===== src/rtl/pc_seq_ctrl.sv =====
// -----------------------------------------------------------------------------
// pc_seq_ctrl -- fetch program-counter sequencer
//
// Holds the fetch PC and advances it every unstalled cycle according to the
// next-PC select coming from decode (sequential, taken branch, j/jal,
// jr/jalr). A misaligned jr/jalr target freezes the sequencer in HALT with a
// sticky error flag until reset.
//
// Ports
//   clk          in   1   system clock, rising-edge active
//   reset_n      in   1   asynchronous active-low reset
//   pc_op        in   2   next-PC select: 00 seq, 01 branch, 10 j/jal, 11 jr/jalr
//   pc_d         in  32   PC of the instruction in D stage (branch/jump base)
//   imm16        in  16   signed branch offset in words
//   instr_index  in  26   j/jal target field
//   rs_val       in  32   forwarded rs value for jr/jalr
//   stall        in   1   hazard stall, freezes the fetch PC
//   pc_f         out 32   current fetch PC
//   pc_valid     out  1   fetch address valid (RUN only)
//   redirect     out  1   one-cycle pulse after a non-sequential update
//   addr_err     out  1   sticky misaligned jr/jalr target flag
//   redirect_cnt out 16   saturating count of redirects
// -----------------------------------------------------------------------------
module pc_seq_ctrl #(
  parameter logic [31:0] RESET_PC = 32'h0000_3000
) (
  input  logic        clk,
  input  logic        reset_n,
  input  logic [1:0]  pc_op,
  input  logic [31:0] pc_d,
  input  logic [15:0] imm16,
  input  logic [25:0] instr_index,
  input  logic [31:0] rs_val,
  input  logic        stall,
  output logic [31:0] pc_f,
  output logic        pc_valid,
  output logic        redirect,
  output logic        addr_err,
  output logic [15:0] redirect_cnt
);

  typedef enum logic [1:0] {
    BOOT = 2'd0,
    RUN  = 2'd1,
    HALT = 2'd2
  } state_e;

  state_e      state_q;
  logic [31:0] pc_f_q;
  logic        pc_valid_q;
  logic        redirect_q;
  logic        addr_err_q;
  logic [15:0] redirect_cnt_q;

  logic [31:0] seq_pc_d;
  logic [31:0] br_off_d;
  logic [31:0] next_pc_d;
  logic        jr_misaligned_d;
  logic [15:0] cnt_next_d;

  // Next-PC candidates, jr alignment check and saturating counter increment.
  always_comb begin
    seq_pc_d = pc_f_q + 32'd4;
    // Word offset sign-extended and scaled to bytes; sums wrap modulo 2^32.
    br_off_d = {{14{imm16[15]}}, imm16, 2'b00};
    case (pc_op)
      2'b00:   next_pc_d = seq_pc_d;
      2'b01:   next_pc_d = pc_d + 32'd4 + br_off_d;
      2'b10:   next_pc_d = {pc_d[31:28], instr_index, 2'b00};
      2'b11:   next_pc_d = rs_val;
      default: next_pc_d = seq_pc_d;
    endcase
    jr_misaligned_d = (pc_op == 2'b11) && (rs_val[1:0] != 2'b00);
    if (redirect_cnt_q == 16'hFFFF) begin
      cnt_next_d = redirect_cnt_q;
    end else begin
      cnt_next_d = redirect_cnt_q + 16'd1;
    end
  end

  // Sequencer FSM with all outputs registered.
  always_ff @(posedge clk or negedge reset_n) begin
    if (!reset_n) begin
      state_q        <= BOOT;
      pc_f_q         <= RESET_PC;
      pc_valid_q     <= 1'b0;
      redirect_q     <= 1'b0;
      addr_err_q     <= 1'b0;
      redirect_cnt_q <= 16'd0;
    end else begin
      case (state_q)
        BOOT: begin
          // Leave BOOT unconditionally; stall is not looked at here.
          state_q    <= RUN;
          pc_valid_q <= 1'b1;
          redirect_q <= 1'b0;
        end
        RUN: begin
          if (stall) begin
            redirect_q <= 1'b0;
          end else if (jr_misaligned_d) begin
            // Bad jr/jalr target: keep the PC and park until reset.
            state_q    <= HALT;
            pc_valid_q <= 1'b0;
            redirect_q <= 1'b0;
            addr_err_q <= 1'b1;
          end else begin
            pc_f_q     <= next_pc_d;
            redirect_q <= (pc_op != 2'b00);
            if (pc_op != 2'b00) begin
              redirect_cnt_q <= cnt_next_d;
            end else begin
              redirect_cnt_q <= redirect_cnt_q;
            end
          end
        end
        HALT: begin
          pc_valid_q <= 1'b0;
          redirect_q <= 1'b0;
          addr_err_q <= 1'b1;
        end
        default: begin
          // Unreachable encoding: recover as if freshly reset.
          state_q        <= BOOT;
          pc_f_q         <= RESET_PC;
          pc_valid_q     <= 1'b0;
          redirect_q     <= 1'b0;
          addr_err_q     <= 1'b0;
          redirect_cnt_q <= 16'd0;
        end
      endcase
    end
  end

  assign pc_f         = pc_f_q;
  assign pc_valid     = pc_valid_q;
  assign redirect     = redirect_q;
  assign addr_err     = addr_err_q;
  assign redirect_cnt = redirect_cnt_q;

endmodule


===== config.mk =====
export PLATFORM = sky130hd
export DESIGN_NAME = pc_seq_ctrl
export DESIGN_NICKNAME = d
export VERILOG_FILES = /design/src/rtl/pc_seq_ctrl.sv
export SDC_FILE = /design/constraint.sdc
export NUM_CORES = 1
export LEC_CHECK = 0
export ABC_AREA = 1
export BUFFER_PORTS_ARGS = -buffer_cell sky130_fd_sc_hd__buf_2
export CAP_MARGIN = 10
export CORE_UTILIZATION = 49
export DETAILED_ROUTE_END_ITERATION = 10
export PLACE_DENSITY = 0.82
export SLEW_MARGIN = 5
export SYNTH_ARGS = -nofsm -noshare
export SYNTH_HDL_FRONTEND = slang
export SYNTH_SLANG_ARGS = --single-unit

===== constraint.sdc =====
create_clock -name clk -period 1.6 [get_ports clk]
set_input_delay 0.08 -clock clk [delete_from_list [all_inputs] [get_ports clk]]
set_output_delay 0.08 -clock clk [all_outputs]
set_load 0.05 [all_outputs]

==> flow_metrics.env, run 1 <==
export IMPL_min_delay_path_class="in -> reg"
export IMPL_area_delta_synth_final_pct=60.6
export IMPL_ys_seq_area_frac=0.199
export IMPL_rsz0062_at_grt="true"
export IMPL_gp_congestion=0.954
export IMPL_io_pins=162
export IMPL_drt_iter0_markers=1376
export IMPL_slew_viol_final=0
export IMPL_nets=1576
export IMPL_path_clk_slew_ps=90
export IMPL_grt_pass1_vias=8704
export IMPL_pwr_density_cell_nw_per_um2=1240
export IMPL_vias_per_cell=6.07
export IMPL_postSynthAreaPerCell_sq_um=6.10
export IMPL_drive_gt1_frac=0.461
export IMPL_final_cell_mix="nand2_1 (313), buf_2 (156), inv_1 (147)"
export IMPL_instances_no_fill=1575
export IMPL_p_total_mw=13.3
export IMPL_num_rows=42
export IMPL_dr_pass1_iters=8
export IMPL_end_kind="flop"
export IMPL_pwr_share_seq=0.196
export IMPL_status="finished, violations left"
export IMPL_crit_fanout=5
export IMPL_initial_core_util=0.503
export IMPL_critPathLaunchType="flop"
export IMPL_n_fill_cell=798
export IMPL_clockBufferDepth=2
export IMPL_worstPathArrival_ps=2290
export IMPL_synth_warnings=0
export IMPL_sw_frac_of_total=0.551
export IMPL_grt_max_degree=54
export IMPL_worstRegToRegCells=8
export IMPL_ys_flop_type="dfrtp_1"
export IMPL_grt_pass1_wl_mm=42.0
export IMPL_p_leak_nw=5.39
export IMPL_synth_cell_type_count=51
export IMPL_p_switching_mw=7.31
export IMPL_cts_buffers=5
export IMPL_io_buffers=161
export IMPL_cap_violations=0
export IMPL_syn_num_nets=1271
export IMPL_vias=9562
export IMPL_cts_tree="built"
export IMPL_synthArstFlopShare=1.00
export IMPL_ir_drop_mv=1.27
export IMPL_grt_overflow_total=0
export IMPL_place_inst=1532
export IMPL_yosys_register_bits=53
export IMPL_critPathRequiredTime_ps=1770
export IMPL_slew_headroom=0.669
export IMPL_root_buffer="clkbuf_16"
export IMPL_diodes=0
export IMPL_path_class="reg -> reg"
export IMPL_ant_nets=0
export IMPL_finalSetupViolations=52
export IMPL_synthCells=1093
export IMPL_pwr_share_clk=0.089
export IMPL_hold_viol=0
export IMPL_fin_skew_ps=19.9
export IMPL_violations="negative setup slack"
export IMPL_place_hpwl_mm=18.6
export IMPL_core_sq_um=13200
export IMPL_layout_min_cycle_time_ps=2120
export IMPL_max_freq_mhz=471
export IMPL_numClockSinks=53
export IMPL_design_die_area_sq_um=14100
export IMPL_combPwrFrac=0.715
export IMPL_syn_area_sq_um=6670
export IMPL_route_detailed_drc=0
export IMPL_fin_ws_ps=-522
export IMPL_worst_pin_slew_ps=495
export IMPL_r2r_end="pc_f[12]"
export IMPL_die_x_microns=119
export IMPL_internal_power_mw=5.95
export IMPL_finalWirelength_mm=31.2
export IMPL_cts_htree_levels=2
export IMPL_r2r_start="pc_f[11]"
export IMPL_grt_util_all_layers=0.372
export IMPL_clk_latency_ps=320
export IMPL_antenna_found_initial=1
export IMPL_die_h_microns=119
export IMPL_regToRegSetupSlack_ps=-520
export IMPL_hold_end="pc_f[20]"
export IMPL_min_period_over_period=1.33
export IMPL_synth_edf_count=0
export IMPL_hold_depth=5
export IMPL_hp_start="instr_index[18]"
export IMPL_layout_commonest_cell="nand2_1"
export IMPL_post_drt_wl_per_cell_microns=19.8
flip-flops by register name (all words and copies together), names as in the netlist:
name	count
pc_f	32
redirect_cnt	16
state_q	2
addr_err	1
pc_valid	1
redirect	1
cells by family after synthesis:
kind of cell,after synthesis,share of synthesized area
mux,1,0.00169
simple gates,617,0.399
xor+xnor,20,0.0263
compound gates,137,0.129
fa+ha+maj,67,0.127
buf+inv,198,0.118
flops,53,0.199
stage by stage:
step	setup slack, ps	hold slack, ps	area (sq um)	TNS [ps]	utilization
floorplan	-98.3	-216	6880	-1360	-
detailed placement	-624	100	8850	-14530	0.668
global placement	-583	98.1	8850	-11840	0.668
finish	-522	117	10700	-8910	0.808
global route	-489	158	10700	-11450	0.808
CTS	-137	113	9950	-1390	0.752
worst max-delay path: stages, from the launching register on:
cell,delay [ps]
dfrtp_2,520
inv_1,190
nor3_4,250
nand2_2,110
nor2_4,220
o21ai_0,150
nand2_1,100
a21oi_1,50
nor2_1,400
timing repair:
item,in CTS,in global routing
hold buffers,2,0
pin swaps,45,74
gates resized for setup,151,154
endpoints found under the hold margin,52,0
setup buffers,13,20
gates cloned,1,2
setup endpoints to repair,49,49
final cells by class:
cell class                 instances  area, sq um  share of cell area
timing repair buffer             324         2260               0.211
inverter                         171          654              0.0611
tap                              176          220              0.0206
clock buffer                       5          125              0.0117
clock inverter                     3         21.3             0.00199
sequential                        53         1380               0.129
timing repair inverter             1         6.26            0.000584
multi-input combinational        842         6040               0.564
worst max-delay path by stage:
stage	startpoint	to	slack, ps	cells past startpoint
after floorplan	imm16[1]	pc_f[19]	-100	16
after global placement	imm16[15]	pc_f[27]	-580	14
after detailed placement	pc_d[13]	pc_f[24]	-620	16
after CTS	state_q[0]	redirect_cnt[11]	-140	13
after global routing	state_q[0]	pc_f[5]	-490	11
final	pc_f[11]	pc_f[12]	-520	8
cells in the mapped netlist, types with 2 or more instances:
cell | number | area, sq um
ha_1 | 66 | 826
dfrtp_1 | 51 | 1280
nand3_2 | 3 | 30.0
xor2_1 | 17 | 149
inv_2 | 8 | 30.0
nand2_1 | 395 | 1480
buf_6 | 3 | 33.8
o21bai_1 | 4 | 30.0
a21oi_1 | 51 | 255
nand3b_1 | 7 | 52.6
o21ai_2 | 2 | 17.5
o21ai_1 | 2 | 10.0
o211ai_1 | 4 | 30.0
nand4_1 | 20 | 125
o21ai_0 | 34 | 170
buf_2 | 7 | 35.0
a221oi_1 | 18 | 158
o21a_1 | 2 | 15.0
dfstp_2 | 2 | 52.6
or2_2 | 2 | 12.5
nor2_2 | 11 | 68.8
nor2_1 | 76 | 285
nor3_1 | 10 | 50.1
xnor2_1 | 3 | 26.3
a22o_1 | 4 | 35.0
o31ai_1 | 4 | 30.0
clkbuf_1 | 14 | 52.6
nor3_2 | 12 | 120
o2111ai_1 | 3 | 26.3
buf_4 | 2 | 15.0
inv_1 | 162 | 608
o31ai_2 | 2 | 25.0
nand3_1 | 74 | 370
power by group through the flow:
stage          Combinational (mW)  Clock [mW]  Sequential, mW
6_report                     9.47        1.18            2.60
5_1_grt                      9.88        1.22            2.63
4_1_cts                      7.93        1.13            2.45
3_5_place_dp                 7.00           0            2.45
3_3_place_gp                 6.87           0            2.44
2_1_floorplan                2.96           0            3.90
metal layers:
metal,part of all wire,track usage
met5,0.00029,0
met4,0.079,0.210
met3,0.12,0.0642
met2,0.46,0.635
met1,0.35,0.439
No activity file was read; power rests on OpenSTA's default activity.
==> run 2, diff against run 1 <==
ABC_AREA = not set   (was 1)
CORE_UTILIZATION = 48   (was 49)
PLACE_DENSITY = 0.83   (was 0.82)
==> flow_metrics.env, run 2 <==
export IMPL_status="finished, violations left"
export IMPL_violations="negative setup slack"
export IMPL_crit_fanout=3
export IMPL_nets=1200
export IMPL_max_freq_mhz=396
export IMPL_ys_flop_type="dfrtp_1"
export IMPL_netlist_area_leader_share=0.235
export IMPL_post_drt_wl_per_cell_microns=24.1
export IMPL_grt_max_degree=34
export IMPL_die_h_microns=108
export IMPL_end_kind="flop"
export IMPL_fin_util=0.866
export IMPL_synthArstFlopShare=1.00
export IMPL_vias=7883
export IMPL_grt_pass1_wl_mm=36.9
export IMPL_cts_tree="built"
export IMPL_min_period_over_period=1.58
export IMPL_ir_drop_mv=1.10
export IMPL_hold_viol=0
export IMPL_pwr_share_seq=0.182
export IMPL_grtUsageMet3=0.0772
export IMPL_min_delay_path_class="in -> reg"
export IMPL_pwr_density_cell_nw_per_um2=1180
export IMPL_syn_num_nets=849
export IMPL_finalWirelength_mm=28.0
export IMPL_antenna_found_initial=0
export IMPL_ys_seq_area_frac=0.245
export IMPL_combPwrFrac=0.715
export IMPL_num_rows=38
export IMPL_final_cell_mix="buf_4 (179), buf_2 (155), nand2_1 (70)"
export IMPL_layout_commonest_cell="buf_4"
export IMPL_root_buffer="clkbuf_16"
export IMPL_core_sq_um=10900
export IMPL_p_total_mw=11.2
export IMPL_internal_power_mw=5.61
export IMPL_register_area_sq_um=1340
export IMPL_path_clk_slew_ps=80
export IMPL_numClockSinks=53
export IMPL_sw_frac_of_total=0.499
export IMPL_place_hpwl_mm=15.9
export IMPL_synth_edf_count=0
export IMPL_largest_register_ffs=32
export IMPL_synth_cell_type_count=70
export IMPL_ant_nets=0
export IMPL_diodes=0
export IMPL_layout_min_cycle_time_ps=2530
export IMPL_n_fill_cell=511
export IMPL_p_leak_nw=4.47
export IMPL_worstPathArrival_ps=2720
export IMPL_use_met2=0.674
export IMPL_synth_top_cells_by_count="nand2_1 (86), ha_1 (66), a21oi_1 (56)"
export IMPL_use_met1=0.467
export IMPL_clockBufferDepth=2
export IMPL_worst_pin_slew_ps=686
export IMPL_critPathLaunchType="input port"
export IMPL_vias_per_cell=6.78
export IMPL_syn_area_sq_um=5430
export IMPL_initial_core_util=0.497
export IMPL_io_buffers=161
export IMPL_grt_pass1_vias=7529
export IMPL_place_inst=1129
export IMPL_io_pins=162
export IMPL_critPathRequiredTime_ps=1790
export IMPL_grt_overflow_total=0
export IMPL_fin_ws_ps=-927
export IMPL_postSynthAreaPerCell_sq_um=8.10
export IMPL_yosys_area_top_type="dfrtp_1"
export IMPL_drive_gt1_frac=0.556
export IMPL_rsz0062_at_grt="true"
export IMPL_ys_top_cells_by_area="dfrtp_1 (23%), ha_1 (15%), nand2_1 (5.9%)"
export IMPL_finalSetupViolations=48
export IMPL_path_class="in -> reg"
export IMPL_slew_headroom=0.543
export IMPL_fin_skew_ps=9.97
export IMPL_cts_buffers=5
export IMPL_synthCells=671
export IMPL_p_switching_mw=5.58
export IMPL_gp_congestion=0.959
export IMPL_instances_no_fill=1163
export IMPL_slew_viol_final=0
export IMPL_synth_warnings=0
export IMPL_cap_violations=0
export IMPL_route_detailed_drc=0
export IMPL_grt_util_all_layers=0.404
export IMPL_area_delta_synth_final_pct=74.3
export IMPL_dr_pass1_iters=6
export IMPL_cts_htree_levels=2
export IMPL_yosys_register_bits=53
export IMPL_timing_hold_ws_ps=160
export IMPL_die_x_microns=108
export IMPL_synth_most_common_cell="nand2_1"
export IMPL_pwr_share_clk=0.103
export IMPL_drt_iter0_markers=879
export IMPL_top_usage_layer="met2"
export IMPL_clk_latency_ps=310
export IMPL_multi_input_area_sq_um=4990
export IMPL_fin_setup_tns_ps=-28000
export IMPL_design_die_area_sq_um=11800
-- run 2: cell count changes in the layout (fill, tap and decap cells not counted), sizes merged, moves of 9 or more --
cell	change
a21o	+16
a22o	+10
and3	+14
buf	+56
inv	-147
nand2	-310
nand2b	+9
nand3	-49
nand4	-11
nor2	-49
nor3	-13
o21ai	+13
xnor2	+16
-- run 2: cells by family after synthesis --
group                    synth area share
AO/OA/AOI/OAI                       0.300
AND/OR/NAND/NOR                     0.186
adder cells (fa/ha/maj)             0.156
buffers and inverters              0.0405
XOR/XNOR                           0.0596
flip-flops                          0.245
multiplexers                       0.0134
-- run 2: worst paths after layout --
check | depth (start not counted) | endpoint | slack [ps] | from
min reg2reg | 1 | addr_err | 500 | addr_err
max | 12 | pc_f[28] | -930 | imm16[2]
max in group asynchronous | 3 | state_q[1] | 550 | reset_n
min | 3 | pc_f[1] | 160 | pc_d[1]
min in group asynchronous | 2 | redirect_cnt[2] | 320 | reset_n
max reg2reg | 11 | redirect_cnt[15] | -810 | redirect_cnt[3]
-- run 2: what timing repair did --
| item | in CTS | in global routing |
|---|---|---|
| gates cloned | 3 | 0 |
| setup endpoints to repair | 48 | 50 |
| endpoints found under the hold margin | 19 | 0 |
| gates resized for setup | 90 | 66 |
| setup buffers | 22 | 14 |
| hold buffers | 1 | 0 |
| pin swaps | 77 | 63 |
-- run 2: per-layer routing --
metal  routed length (microns)  vias to the layer above
li1                          -                     3222
met1                      9310                     3625
met2                     12300                      755
met3                      3520                      281
met4                      2880                        0
met5                         0                        -
-- run 2: critical path, cell delays in order --
cell       delay [ps]
buf_6              90
ha_4              270
ha_4              200
a211oi_4          220
o211ai_2          130
a21oi_2           280
o2111ai_1         190
a311o_1           340
a221oi_2          300
xor2_1            250
o22ai_1           140
a22o_1            210
-- run 2: layout make-up --
cell class / count / share of cell area
Inverter: 25 / 0.0107
Multi-Input combinational cell: 560 / 0.526
Clock buffer: 5 / 0.0132
Clock inverter: 3 / 0.00238
Timing Repair Buffer: 377 / 0.287
Tap cell: 140 / 0.0185
Sequential cell: 53 / 0.142
-- run 2: stage by stage --
step                setup WS [ps]  instance area (sq um)
floorplan                    -836                   6090
global placement            -1120                   8420
detailed placement          -1160                   8420
CTS                          -732                   9180
global route                 -982                   9470
finish                       -927                   9470
-- run 2: power groups by stage --
stage	sequential [mW]	combinational, mW	clock, mW
floorplan	3.16	2.55	0
global placement	1.97	5.94	0
detailed placement	1.99	6.11	0
CTS	1.97	6.97	1.12
global route	2.07	8.29	1.20
finish	2.04	8.00	1.15
